<file path="config.mk">
export PLATFORM = sky130hd
export DESIGN_NAME = maze_move_ctrl_flat
export DESIGN_NICKNAME = d
export VERILOG_FILES = /design/src/rtl/maze_pkg.sv /design/src/rtl/maze_move_ctrl_if.sv /design/src/rtl/maze_wall_rom.sv /design/src/rtl/maze_move_ctrl.sv /design/src/flat_wrapper.sv
export SDC_FILE = /design/constraint.sdc
export NUM_CORES = 1
export LEC_CHECK = 0
export CORE_ASPECT_RATIO = 2
export CORE_MARGIN = 2
export CORE_UTILIZATION = 34
export DETAILED_ROUTE_END_ITERATION = 6
export PLACE_DENSITY = 0.49
export SLEW_MARGIN = 20
export SYNTH_ARGS = -nofsm -noshare
export SYNTH_HDL_FRONTEND = slang
export SYNTH_SLANG_ARGS = --single-unit
</file>
<file path="constraint.sdc">
create_clock -name clk -period 7.2 [get_ports clk]
set_input_delay 0.72 -clock clk [delete_from_list [all_inputs] [get_ports clk]]
set_output_delay 0.72 -clock clk [all_outputs]
set_load 0.005 [all_outputs]
</file>
<file path="src/rtl/maze_pkg.sv">
// maze_pkg: shared FSM encoding, grid defaults, maze wall map and BCD helper
package maze_pkg;
    typedef enum logic [1:0] {IDLE, LOOKUP, CHECK, WON} state_t;
    localparam int GRID_W_DEF = 20;
    localparam int GRID_H_DEF = 15;
    localparam int MAP_BITS = GRID_W_DEF * GRID_H_DEF;
    function automatic logic [MAP_BITS-1:0] build_map();
        logic [MAP_BITS-1:0] m;
        m = '0;
        for (int y = 0; y < GRID_H_DEF; y++)
            for (int x = 0; x < GRID_W_DEF; x++)
                if (x == 0 || y == 0 || x == GRID_W_DEF - 1 || y == GRID_H_DEF - 1)
                    m[y * GRID_W_DEF + x] = 1'b1;
        m[1 * GRID_W_DEF + 3] = 1'b1;
        return m;
    endfunction
    localparam logic [MAP_BITS-1:0] MAZE_MAP = build_map();
    function automatic logic [15:0] bcd_inc(input logic [15:0] v);
        logic [15:0] r;
        logic c;
        r = v;
        c = 1'b1;
        if (v == 16'h9999) return v;
        for (int i = 0; i < 4; i++)
            if (c) begin
                if (r[4*i +: 4] == 4'd9) r[4*i +: 4] = 4'd0;
                else begin
                    r[4*i +: 4] = r[4*i +: 4] + 4'd1;
                    c = 1'b0;
                end
            end
        return r;
    endfunction
endpackage

</file>
<file path="src/rtl/maze_move_ctrl_if.sv">
// maze_move_ctrl_if: move request in, player position and status out
interface maze_move_ctrl_if;
    logic [3:0]  move_req;
    logic [7:0]  player_x_pos;
    logic [7:0]  player_y_pos;
    logic        busy;
    logic        bump;
    logic        won;
    logic [15:0] move_bcd;
    modport master (output move_req, input player_x_pos, player_y_pos, busy, bump, won, move_bcd);
    modport slave  (input move_req, output player_x_pos, player_y_pos, busy, bump, won, move_bcd);
endinterface

</file>
<file path="src/rtl/maze_wall_rom.sv">
// maze_wall_rom: synchronous 1-bit wall lookup into the maze map
module maze_wall_rom import maze_pkg::*; #(
    parameter int DEPTH = MAP_BITS,
    parameter logic [DEPTH-1:0] MAP = MAZE_MAP,
    localparam int AW = $clog2(DEPTH)
) (
    input  logic          clk,
    input  logic [AW-1:0] addr_i,
    output logic          wall_o
);
    // registered read, data valid one cycle after the address
    always_ff @(posedge clk) wall_o <= MAP[addr_i];
endmodule

</file>
<file path="src/rtl/maze_move_ctrl.sv">
// maze_move_ctrl: validates button moves against the maze and tracks player/goal/count
module maze_move_ctrl import maze_pkg::*; #(
    parameter int GRID_W  = GRID_W_DEF,
    parameter int GRID_H  = GRID_H_DEF,
    parameter int START_X = 1,
    parameter int START_Y = 1,
    parameter int GOAL_X  = 18,
    parameter int GOAL_Y  = 13
) (
    input logic clk,
    input logic reset,
    maze_move_ctrl_if.slave bus
);
    localparam int AW = $clog2(GRID_W * GRID_H);
    localparam logic signed [8:0] GW = 9'(GRID_W);
    localparam logic signed [8:0] GH = 9'(GRID_H);
    localparam logic [7:0] SX = 8'(START_X);
    localparam logic [7:0] SY = 8'(START_Y);
    localparam logic [7:0] GX = 8'(GOAL_X);
    localparam logic [7:0] GY = 8'(GOAL_Y);
    state_t state_q, state_d;
    logic [7:0] px_q, px_d, py_q, py_d, tx_q, tx_d, ty_q, ty_d;
    logic [AW-1:0] addr_q, addr_d;
    logic bump_q, bump_d;
    logic [15:0] bcd_q, bcd_d;
    logic signed [8:0] nx, ny;
    logic in_range, wall;
    logic [3:0] mr;
    assign mr = bus.move_req;
    // signed target so a step off the low edge shows up as negative
    always_comb begin
        nx = $signed({1'b0, px_q}) + (mr[3] | mr[2] ? 9'sd0 : mr[1] ? -9'sd1 : mr[0] ? 9'sd1 : 9'sd0);
        ny = $signed({1'b0, py_q}) + (mr[3] ? -9'sd1 : mr[2] ? 9'sd1 : 9'sd0);
        in_range = !nx[8] && !ny[8] && nx < GW && ny < GH;
    end
    // move FSM: accept in IDLE, wait out the ROM read, then commit or bump
    always_comb begin
        state_d = state_q;
        px_d = px_q;
        py_d = py_q;
        tx_d = tx_q;
        ty_d = ty_q;
        addr_d = addr_q;
        bump_d = 1'b0;
        bcd_d = bcd_q;
        case (state_q)
            IDLE: if (|mr) begin
                if (in_range) begin
                    tx_d = nx[7:0];
                    ty_d = ny[7:0];
                    addr_d = AW'(int'(ny[7:0]) * GRID_W + int'(nx[7:0]));
                    state_d = LOOKUP;
                end else bump_d = 1'b1;
            end
            LOOKUP: state_d = CHECK;
            CHECK: if (wall) begin
                bump_d = 1'b1;
                state_d = IDLE;
            end else begin
                px_d = tx_q;
                py_d = ty_q;
                bcd_d = bcd_inc(bcd_q);
                state_d = (tx_q == GX && ty_q == GY) ? WON : IDLE;
            end
            default: ;
        endcase
    end
    // state and datapath registers, async reset abandons any move in flight
    always_ff @(posedge clk or posedge reset) begin
        if (reset) begin
            state_q <= IDLE;
            px_q <= SX;
            py_q <= SY;
            tx_q <= '0;
            ty_q <= '0;
            addr_q <= '0;
            bump_q <= 1'b0;
            bcd_q <= '0;
        end else begin
            state_q <= state_d;
            px_q <= px_d;
            py_q <= py_d;
            tx_q <= tx_d;
            ty_q <= ty_d;
            addr_q <= addr_d;
            bump_q <= bump_d;
            bcd_q <= bcd_d;
        end
    end
    maze_wall_rom #(.DEPTH(GRID_W * GRID_H)) u_rom (.clk(clk), .addr_i(addr_q), .wall_o(wall));
    assign bus.player_x_pos = px_q;
    assign bus.player_y_pos = py_q;
    assign bus.busy = state_q == LOOKUP || state_q == CHECK;
    assign bus.bump = bump_q;
    assign bus.won = state_q == WON;
    assign bus.move_bcd = bcd_q;
endmodule
</file>
<file path="src/flat_wrapper.sv">
// flat-port wrapper written by rule: the top's interface ports become plain ports
module maze_move_ctrl_flat import maze_pkg::*;
#(
    parameter int GRID_W  = GRID_W_DEF,
    parameter int GRID_H  = GRID_H_DEF,
    parameter int START_X = 1,
    parameter int START_Y = 1,
    parameter int GOAL_X  = 18,
    parameter int GOAL_Y  = 13
)
  (clk, reset, bus_move_req, bus_player_x_pos, bus_player_y_pos, bus_busy, bus_bump, bus_won, bus_move_bcd);
  maze_move_ctrl_if bus_i ();
  input logic clk;
  input logic reset;
  input wire logic [$bits(bus_i.move_req)-1:0] bus_move_req;
  output wire logic [$bits(bus_i.player_x_pos)-1:0] bus_player_x_pos;
  output wire logic [$bits(bus_i.player_y_pos)-1:0] bus_player_y_pos;
  output wire logic [$bits(bus_i.busy)-1:0] bus_busy;
  output wire logic [$bits(bus_i.bump)-1:0] bus_bump;
  output wire logic [$bits(bus_i.won)-1:0] bus_won;
  output wire logic [$bits(bus_i.move_bcd)-1:0] bus_move_bcd;
  assign bus_i.move_req = bus_move_req;
  assign bus_player_x_pos = bus_i.player_x_pos;
  assign bus_player_y_pos = bus_i.player_y_pos;
  assign bus_busy = bus_i.busy;
  assign bus_bump = bus_i.bump;
  assign bus_won = bus_i.won;
  assign bus_move_bcd = bus_i.move_bcd;
  maze_move_ctrl #(.GRID_W(GRID_W), .GRID_H(GRID_H), .START_X(START_X), .START_Y(START_Y), .GOAL_X(GOAL_X), .GOAL_Y(GOAL_Y)) u_core (.clk(clk), .reset(reset), .bus(bus_i));
endmodule
</file>
==> impl_metrics.py <==
metrics = {
    "placed_design": {
        "portBuffers": 40,
        "gp_congestion": 0.8826,
        "dp.cells": 573,
        "dp_hpwl_um": 8131,
        "dpl_cell_area_mm2": 0.004596,
    },
    "cts": {
        "cts.sink_count": 59,
        "cts_max_level": 3,
        "clk_path_buf_depth": 2,
        "cts_buffers": 9,
        "cts_tree": "done",
        "post_cts_resized": 0,
        "root_buffer": "clkbuf_16",
        "postCtsSetupBuffers": 0,
        "cts.clk_slew.worst_paths_ns": 0.06,
        "cts_hold_buf": 0,
        "insertion_delay_ns": 0.33,
    },
    "grt": {
        "grt_util_all_layers_pct": 18.34,
        "antenna_found_initial": 0,
        "grt_max_degree": 59,
        "grt_pass1_wl_um": 17750,
        "grt-ovfl-total": 0,
        "grt_pass1_vias": 3362,
    },
    "floorplanning": {
        "pin_count": 41,
        "start_util_pct": 34.83,
        "die_x_um": 81.42,
        "core_area_mm2": 0.01170,
        "dieArea_mm2": 0.01293,
        "fp-row-count": 56,
        "die_h_um": 158.8,
    },
    "finish": {
        "drive_gt1_share_pct": 13.74,
        "regArea_mm2": 0.001474,
        "fin_area_mm2": 0.004898,
        "nFillCells": 1167,
        "antennaDiodeCount": 0,
        "syn2layout_area_growth_pct": 20.20,
        "multi_input_area_mm2": 0.002446,
        "final-instance-count-excl-fill": 589,
        "nets": 479,
    },
    "logic_synthesis": {
        "synth_area_leader_cell": "dfrtp_1",
        "synth-edff-count": 0,
        "yosysUniqueCellTypes": 64,
        "syn_area_mm2": 0.004075,
        "yosysSeqAreaShare_pct": 36.17,
        "yosys_most_used_dff": "dfrtp_1",
        "synth_top_area_share_pct": 34.39,
        "synth_cells": 400,
        "ys_warn_count": 0,
        "syn_area_per_cell_um2": 10.19,
        "postSynth.asyncResetShare_pct": 98.31,
        "yosysMostFrequentCell": "dfrtp_1",
        "synthTopCellsByCount": "56 x dfrtp_1, 31 x ha_1, 26 x nand2_1, 23 x xnor2_1, 20 x a21oi_1",
        "ys_ff_latch": 59,
        "syn-num-nets": 440,
        "synthTopCellsByArea": "dfrtp_1 34%, ha_1 9.5%, mux2_2 5.3%",
    },
    "routing": {
        "postRouteAntennaNets": 0,
        "drt_wl_total_um": 10860,
        "vias": 3127,
        "dr.pass1.iters": 4,
        "wl_per_cell_um": 18.44,
        "drc_errors": 0,
        "viasPerCell": 5.309,
        "first_iter_violations": 133,
    },
    "setup_path": {
        "path_class": "primary input to flip-flop",
        "start_kind": "primary input",
        "cp_cell_sequence": "clkdlybuf4s50_1 -> or3b_1 -> xnor2_1 -> ha_1 -> or4_1 -> mux2i_1 -> xor2_1 -> ha_1 -> nor2b_1 -> o21ai_0 -> nand2b_1 -> maj3_1 -> a21oi_1 -> xnor2_1 -> mux2_1",
        "critPathCapture": "u_core.addr_q[8]$_DFFE_PP0P_",
        "slowest_delay_ns": 0.79,
        "critPathMaxFanout": 20,
        "critPathSlowestCell": "or3b_1",
        "rr_startpoint": "u_core.bus.player_y_pos[0]$_DFFE_PP1P_",
        "crit-reg2reg-capture": "u_core.addr_q[7]$_DFFE_PP0P_",
        "arrival_ns": 5.34,
        "r2r_cells": 10,
        "reg2reg_slack_ns": 3.47,
        "startpoint": "bus_move_req[3]",
        "cp.required_ns": 7.41,
        "cp-end-kind": "flip-flop",
    },
    "worst_hold_path": {
        "worstHoldStart": "u_core.bus.move_bcd[8]$_DFFE_PP0P_",
        "hold_class": "flip-flop to flip-flop",
    },
    "power_and_ir_drop": {
        "switching_share_pct": 24.90,
        "vdd_drop_max_v": 0.0001191,
        "p_comb_share_pct": 8.8,
        "p_sw_w": 0.0002103,
        "p_leak_nw": 2.197,
        "pwr-share-clk_pct": 51.9,
        "seqPwrFrac_pct": 39.3,
        "cellPowerDensity_mw_per_mm2": 172.4,
        "internal-power_w": 0.0006342,
    },
    "run": {
        "drv_cap": 0,
    },
    "sta": {
        "max_slew_margin_pct": 33.95,
        "hold_viol": 0,
        "whs_ns": 0.4982,
        "setup_violations": 0,
        "skew_ns": 0.006512,
        "worst_pin_slew_ns": 0.9770,
        "rsz0062_at_grt": "no",
        "period_share_pct": 71.24,
        "setup_tns_ns": 0,
        "timing.fmax_ghz": 0.1950,
        "min_period_ns": 5.129,
        "maxSlewViolCount": 0,
    },
    "status": {
        "outcome": "finished, final reports clean",
    },
}
area by class of cell:
class,count,area share (%)
clock buffer,9,4.598
inverter,19,1.456
timing repair buffer,43,8.633
sequential,59,30.09
clock inverter,7,1.584
tap,145,3.704
multi-input combinational,307,49.94
power by group through the flow:
stage | logic, W | clock network [W] | registers (W)
2_1_floorplan | 0.0000568 | 0 | 0.000338
3_3_place_gp | 0.0000743 | 0 | 0.000338
3_5_place_dp | 0.0000751 | 0 | 0.000338
4_1_cts | 0.0000758 | 0.000452 | 0.000332
5_1_grt | 0.0000848 | 0.000467 | 0.000331
6_report | 0.0000743 | 0.000438 | 0.000332
kinds of logic after synthesis:
| logic type | share of synthesized area [%] |
|---|---|
| flops | 36.17 |
| fa+ha+maj | 11.48 |
| compound gates | 12.74 |
| simple gates | 18.36 |
| xor+xnor | 6.663 |
| buf+inv | 3.869 |
| mux | 10.72 |
layer usage:
layer | share of wire (%) | vias to the layer above | GRT usage, % | routed length [um]
met5 | 0 | - | 0 | 0
met4 | 3.6 | 0 | 9.014 | 386
met3 | 2.4 | 18 | 2.955 | 266
met2 | 58 | 53 | 34.35 | 6261
met1 | 36 | 1521 | 18.51 | 3948
li1 | - | 1535 | - | -
how the worst min path moves through the flow:
stage / to / slack, ns / cells after the start
2_1_floorplan: u_core.bus.bump$_DFF_PP0_ / 0.44 / 2
3_3_place_gp: u_core.bus.move_bcd[12]$_DFFE_PP0P_ / 0.49 / 1
3_5_place_dp: u_core.bus.move_bcd[8]$_DFFE_PP0P_ / 0.49 / 1
4_1_cts: u_core.bus.move_bcd[8]$_DFFE_PP0P_ / 0.50 / 1
5_1_grt: u_core.bus.move_bcd[8]$_DFFE_PP0P_ / 0.53 / 1
6_report: u_core.bus.move_bcd[8]$_DFFE_PP0P_ / 0.50 / 1
worst max-delay path: cells and delay by family:
family | cells | cell delay, ns
mux | 2 | 0.45
compound gates | 2 | 0.33
buf+inv | 1 | 0.72
fa+ha+maj | 3 | 1.04
xor+xnor | 3 | 0.59
simple gates | 4 | 1.47
flip-flops by register name (all words and copies together) (netlist names):
register,cells
u_core.bus.move_bcd,16
u_core.addr_q,9
u_core.bus.player_x_pos,8
u_core.bus.player_y_pos,8
u_core.ty_q,8
u_core.tx_q,6
u_core.state_q,2
u_core.bus.bump,1
u_core.u_rom.wall_o,1
layout by cell type, fill, tap and decap left out, types with 4 or more instances in the layout:
master / Yosys / layout
nand4_1: 4 / 4
o21ai_0: 18 / 18
mux2_4: 10 / 10
inv_1: 19 / 18
nor3_1: 13 / 13
xor2_1: 8 / 8
a21oi_1: 20 / 20
nor2b_1: 15 / 14
dfrtp_1: 56 / 56
clkbuf_16: 0 / 9
nor2_1: 12 / 12
nand2_1: 26 / 26
mux2_2: 19 / 19
or3_1: 5 / 5
clkdlybuf4s50_1: 0 / 40
xnor2_1: 23 / 23
mux2i_1: 5 / 5
nor4b_1: 4 / 4
nand3_1: 9 / 9
nor4_1: 4 / 4
a21o_1: 9 / 9
ha_1: 31 / 31
nand2b_1: 10 / 10
through the flow:
step | utilization [%] | setup WS [ns] | power [W]
final | 41.86 | 2.071 | 0.0008445
after CTS | 41.86 | 2.061 | 0.0008596
after detailed placement | 39.28 | 1.714 | 0.0004127
after global routing | 41.86 | 1.719 | 0.0008831
after global placement | 39.28 | 1.804 | 0.0004119
after floorplan | - | 3.072 | 0.0003944
Note: power is estimated with default switching activity, not from simulation.
